**src/rtl/regfile_mp.sv**
```systemverilog
// regfile_mp: multi-read-port register file with a per-register busy scoreboard; r0 hardwired to zero.
// Ports: clk, reset (async active-low), wr_en/wr_index/wr_data (write), pend_set/pend_index (mark busy),
//        flush (clear all busy), rd_en/rd_index -> rd_data/rd_busy (NRD combinational read ports), busy_any.
// Macro REGFILE_BYPASS_EN: forward same-cycle write data (and busy=0) to matching read ports.
module regfile_mp #(
  parameter int WIDTH = 32,
  parameter int SIZE  = 32,
  parameter int NRD   = 2,
  localparam int IW   = $clog2(SIZE)
) (
  input  logic                 clk,
  input  logic                 reset,
  input  logic                 wr_en,
  input  logic [IW-1:0]        wr_index,
  input  logic [WIDTH-1:0]     wr_data,
  input  logic                 pend_set,
  input  logic [IW-1:0]        pend_index,
  input  logic                 flush,
  input  logic [NRD-1:0]       rd_en,
  input  logic [NRD*IW-1:0]    rd_index,
  output logic [NRD*WIDTH-1:0] rd_data,
  output logic [NRD-1:0]       rd_busy,
  output logic                 busy_any
);
  logic [WIDTH-1:0] mem [SIZE];
  logic [SIZE-1:0]  busy, busy_nxt;
  logic             wr_ok, pend_ok;
  assign wr_ok   = wr_en && wr_index != '0;
  assign pend_ok = pend_set && pend_index != '0;
  // Set is applied last so it beats both the write-clear and the flush.
  always_comb begin
    busy_nxt = flush ? '0 : busy;
    if (wr_ok) busy_nxt[wr_index] = 1'b0;
    if (pend_ok) busy_nxt[pend_index] = 1'b1;
  end
  // mem[0] is never written, so it stays zero from reset onward.
  always_ff @(posedge clk or negedge reset)
    if (!reset) begin
      for (int i = 0; i < SIZE; i++) mem[i] <= '0;
      busy <= '0;
    end else begin
      if (wr_ok) mem[wr_index] <= wr_data;
      busy <= busy_nxt;
    end
  assign busy_any = |busy;
  for (genvar p = 0; p < NRD; p++) begin : g_rd
    logic [IW-1:0] idx;
    logic          byp;
    assign idx = rd_index[p*IW +: IW];
`ifdef REGFILE_BYPASS_EN
    // Gated by reset so forwarded data cannot leak out while the file is held cleared.
    assign byp = reset && wr_ok && idx == wr_index;
`else
    assign byp = 1'b0;
`endif
    assign rd_data[p*WIDTH +: WIDTH] = !rd_en[p] ? '0 : byp ? wr_data : mem[idx];
    assign rd_busy[p] = rd_en[p] && !byp && busy[idx];
  end
endmodule

```
**config.mk**
```make
export PLATFORM = sky130hd
export DESIGN_NAME = regfile_mp
export DESIGN_NICKNAME = d
export VERILOG_FILES = /design/src/rtl/regfile_mp.sv
export SDC_FILE = /design/constraint.sdc
export NUM_CORES = 2
export LEC_CHECK = 0
export CORE_MARGIN = 1
export CORE_UTILIZATION = 55
export DETAILED_ROUTE_END_ITERATION = 16
export MAX_ROUTING_LAYER = met4
export PLACE_DENSITY = 0.72
export SLEW_MARGIN = 30
export SYNTH_ARGS = -nofsm -noshare
export SYNTH_HDL_FRONTEND = slang
export SYNTH_SLANG_ARGS = --single-unit
```
**constraint.sdc**
```tcl
create_clock -name clk -period 5.8 [get_ports clk]
set_clock_uncertainty 0.15 [all_clocks]
set_input_delay 0.87 -clock clk [delete_from_list [all_inputs] [get_ports clk]]
set_output_delay 0.87 -clock clk [all_outputs]
set_load 0.005 [all_outputs]
```
; ---- Word-level counts from Yosys, hierarchy flattened
; Index checks and enable logic that the tools add are counted.
[classes]
reduce_logical = 10
mux = 22
n_lt_le_gt_ge = 10
bitwise_logic = 6
[op_table]
columns = cell, n
row1 = bitwise mux 1024 bit, 1
row2 = binary-select mux 32 bit (select 5 bit), 2
row3 = two-way mux 32 bit, 10
row4 = demux 32 bit (select 5 bit), 1
row5 = AND 32 bit, 1
row6 = inverter 32 bit, 1
row7 = OR 32 bit, 1
row8 = OR reduction 32 bit, 1
row9 = "less-than comparator 5 x 6 -> 1 bit, second input constant", 4
row10 = ">= comparator 6 bit, second input constant", 3
row11 = inverter 5 -> 6 bit, 3
row12 = binary-select mux 1 bit (select 5 bit), 2
row13 = demux 1 bit (select 5 bit), 2
row14 = ">= comparator 5 x 1 -> 1 bit, second input constant", 2
row15 = nonzero test 5 bit, 2
row16 = logical AND 1 bit, 7
row17 = "less-than comparator 6 x 1 -> 1 bit, second input constant", 1
row18 = two-way mux 1 bit, 4
[totals]
inputBits = 59
regBits = 1056
out_inout_bits = 67
elab_cells = 81

; ---- Logic depth before layout (Yosys ltp)
[depth]
word_depth = 9
depth_mapped = 8
ltp_nobuf = 4

; ---- Least setup slack after synthesis
; Ideal clock, no wire load.
[synth_timing]
path_kind = input port to output port
start = input rd_index[5]
end = output rd_busy[1]
path_buffers = 2
slack_ns = 2.523
arrival_time_ns = 2.257
path_stages = 6
required_time_ns = 4.780
path_cell_list = buf_6 > buf_2 > mux4_2 > mux2_2 > o221ai_1 > a31oi_1
[synth_via]
elab_chain_cells = 3
[synth_lines]
columns = element, line_no
row1 = start: declaration, 20  ; input logic [NRD*IW-1:0] rd_index,
row2 = binary-select mux 1 bit (select 5 bit), 57  ; assign rd_busy[p] = rd_en[p] && !byp && busy[idx];
row3 = two-way mux 1 bit (not written as such), 57
row4 = logical AND 1 bit, 57
row5 = end: declaration, 22  ; output logic [NRD-1:0] rd_busy,
; Every way passes these cells. The select of a mux whose other input is x is not followed.

; ---- Final worst setup path
[layout_timing]
start = input rd_index[8]
end = output rd_data[40]
[layout_via]
elab_chain_cells = 5
[layout_lines]
columns = element, line_no
row1 = inverter 5 -> 6 bit (not written as such), 56  ; assign rd_data[p*WIDTH +: WIDTH] = !rd_en[p] ? '0 : byp ? wr_data : mem[idx];
row2 = binary-select mux 32 bit (select 5 bit), 56
row3 = two-way mux 32 bit (not written as such) (2 in series), 56
row4 = two-way mux 32 bit, 56
row5 = end: declaration, 21  ; output logic [NRD*WIDTH-1:0] rd_data,
; Every way passes these cells. The select of a mux whose other input is x is not followed.

==> qor.txt <==
Fill cells -> 7563
startpoint types -> input pin
Rel. slew slack -> 30.6%
Site Rows -> 117
Num CTS Buffers -> 112
Post-Synthesis Cells -> 3745
PD cells -> 345 nW/um2
Worst IR Drop VDD -> 272 uV
Crit Path Max Fanout -> 24
PortBufs -> 125
GR Util All Layers -> 35.4%
# resized after CTS -> 0
crit path kind -> in -> out
Top FF cell, synth -> dfrtp_1
FFs w/ async S/R, synth -> 100%
crit end category -> primary output
Tcrit/Tclk final -> 89.3%
final hold violations -> 0
share of cells above drive strength 1 -> 52.1%
Post-CTS Hold Fix Bufs -> 0
worst-skew pair later-pin latency -> 690 ps
Fmax -> 193 MHz
cell area after layout -> 62800 um2
sequential element share of the synthesized area -> 46.6%
WHS -> 53.4 ps
FF-to-FF Start -> busy[31]
GP Congestion -> 0.891
syn avg cell area -> 15.1 um2
largest net degree at the start of global routing -> 161
sequential share of power -> 44.9%
fin. max-slew vios -> 0
fin nets -> 3714
DR vias -> 36500
die area -> 104000 um2
CTS Root Cell -> clkbuf_16
HP Class -> in -> async
Placed Cells -> 4907
Synth Warn # -> 0
clock slew at reported path FFs -> 60 ps
cells on worst reg2reg path -> 2
status -> completed
Max-Cap Viols -> 0
RSZ-0062 raised after global routing -> no
Post-CTS Setup Inserts -> 0
clock sink count -> 1056
Worst EP required -> 4780 ps
combinational share of power -> 19.8%
htree depth -> 3
Leakage -> 27.0 nW
Core ar. -> 102000 um2
FF-to-FF End -> busy[31]
Die Height -> 323 um
post-synth net total -> 3804
DR iter-0 viols -> 3853
cell taking the most area after synthesis -> dfrtp_1
vias in the first global route -> 36900
multi-input logic area -> 28200 um2
Cell Area, Synth -> 56700 um2
final WL -> 175000 um
Worst-Margin Slew -> 1040 ps
Reg2Reg Setup Slack -> 4770 ps
fin cells -> 5130
ANT nets after route -> 0
Net Sw Frac -> 26.8%
drt pass-1 iters -> 6
Sequential Area -> 26400 um2
hpwl dp -> 104000 um
number of synthesized flops with an enable pin -> 0
global-route wire length before repair -> 260000 um
io pins -> 126
Die W -> 323 um
Internal -> 15.8 mW
share of the synthesized area in the top cell type -> 46.6%
DR WL/cell -> 34.1 um
initial antenna violation count -> 11
clk buf depth -> 3
Synth Register Bits -> 1056
top-count cell post-synth -> mux2_2
Initial Util -> 55.6%
crit path time final -> 5180 ps
grt total ovfl -> 0
ranking of synthesized cells by instance count -> mux2_2, dfrtp_1, mux4_2, clkbuf_1, buf_2
number of distinct library cells after synthesis -> 44
Synth area leaders -> dfrtp_1, mux2_2, mux4_2
Clock power frac -> 35.4%
TNS Setup -> 0 ps
Cell Area, Placed -> 58800 um2
number of remaining DRC errors -> 0
CTS tree -> yes
P&R area growth vs syn -> 10.8%
switching pwr -> 5.81 mW
vias per cell -> 7.12
Setup-failing EPs final -> 0
Critical Path AT -> 4160 ps
[flip-flops by register name, indices dropped and copies added (netlist names)]
name,count
busy,32
mem,1024
[per-stage QoR]
stage          total power [mW]  setup WS, ps  utilization (%)
2_1_floorplan              12.7          2520                -
3_3_place_gp               13.9           703             57.7
3_5_place_dp               14.1           657             57.6
4_1_cts                    21.7           638             61.5
5_1_grt                    22.5           597             61.5
6_report                   21.7           621             61.5
[placed cells by master, fill, tap and decap left out, drive strengths merged, types with 10 or more instances in the layout]
master / instances
mux2: 1124
a31oi: 66
nor2: 15
mux2i: 130
o2111ai: 32
buf: 158
clkinv: 30
a221oi: 34
nand3b: 10
nand2: 89
nor2b: 24
clkdlybuf4s50: 81
inv: 18
a22oi: 66
mux4: 462
diode: 11
clkbuf: 162
bufinv: 14
o21ai: 41
o32ai: 13
o221ai: 66
dfrtp: 1056
[how the worst max path moves through the flow]
stage / endpoint / slack [ps] / startpoint
final: rd_data[40] / 620 / rd_index[8]
after global routing: rd_busy[0] / 600 / rd_index[0]
after CTS: rd_busy[0] / 640 / rd_index[0]
after detailed placement: rd_busy[0] / 660 / rd_index[0]
after global placement: rd_busy[0] / 700 / rd_index[0]
after floorplan: rd_busy[1] / 2520 / rd_index[5]
[worst max-delay path: stages]
cell             delay (ps)
buf_2                   690
or2_2                   840
buf_4                   340
o221ai_1                230
a31oi_1                 490
clkdlybuf4s50_1         610
[area by class of cell]
type	count	share of cell area, %
multi-input cells	2229	44.9
clock inverters	50	1.06
well taps	1368	2.73
diodes	11	0.0438
clock buffers	160	5.21
flip-flops and latches	1056	42.1
repair buffers	241	3.89
inverters	15	0.0976
[metal layers]
| layer | part of all wire (%) | GRT usage [%] | vias to the layer above |
|---|---|---|---|
| met5 | 0 | - | - |
| met3 | 10 | 8.44 | 393 |
| met4 | 4.0 | 13.6 | 0 |
| li1 | - | - | 14500 |
| met1 | 41 | 49.7 | 19700 |
| met2 | 45 | 50.2 | 1932 |
[logic make-up after synthesis]
group | after synthesis | share of synthesized area (%)
multiplexers | 1716 | 43.2
AO/OA/AOI/OAI | 331 | 4.40
flip-flops | 1056 | 46.6
AND/OR/NAND/NOR | 182 | 1.64
buffers and inverters | 460 | 4.15
[power groups by stage]
stage,Combinational (mW),Clock [mW],Sequential (mW)
after floorplan,3.23,0,9.46
after global placement,4.16,0,9.72
after detailed placement,4.25,0,9.81
after CTS,4.27,7.73,9.68
after global routing,4.54,8.02,9.89
final,4.28,7.66,9.71
Power figures use the tool's default switching activity.
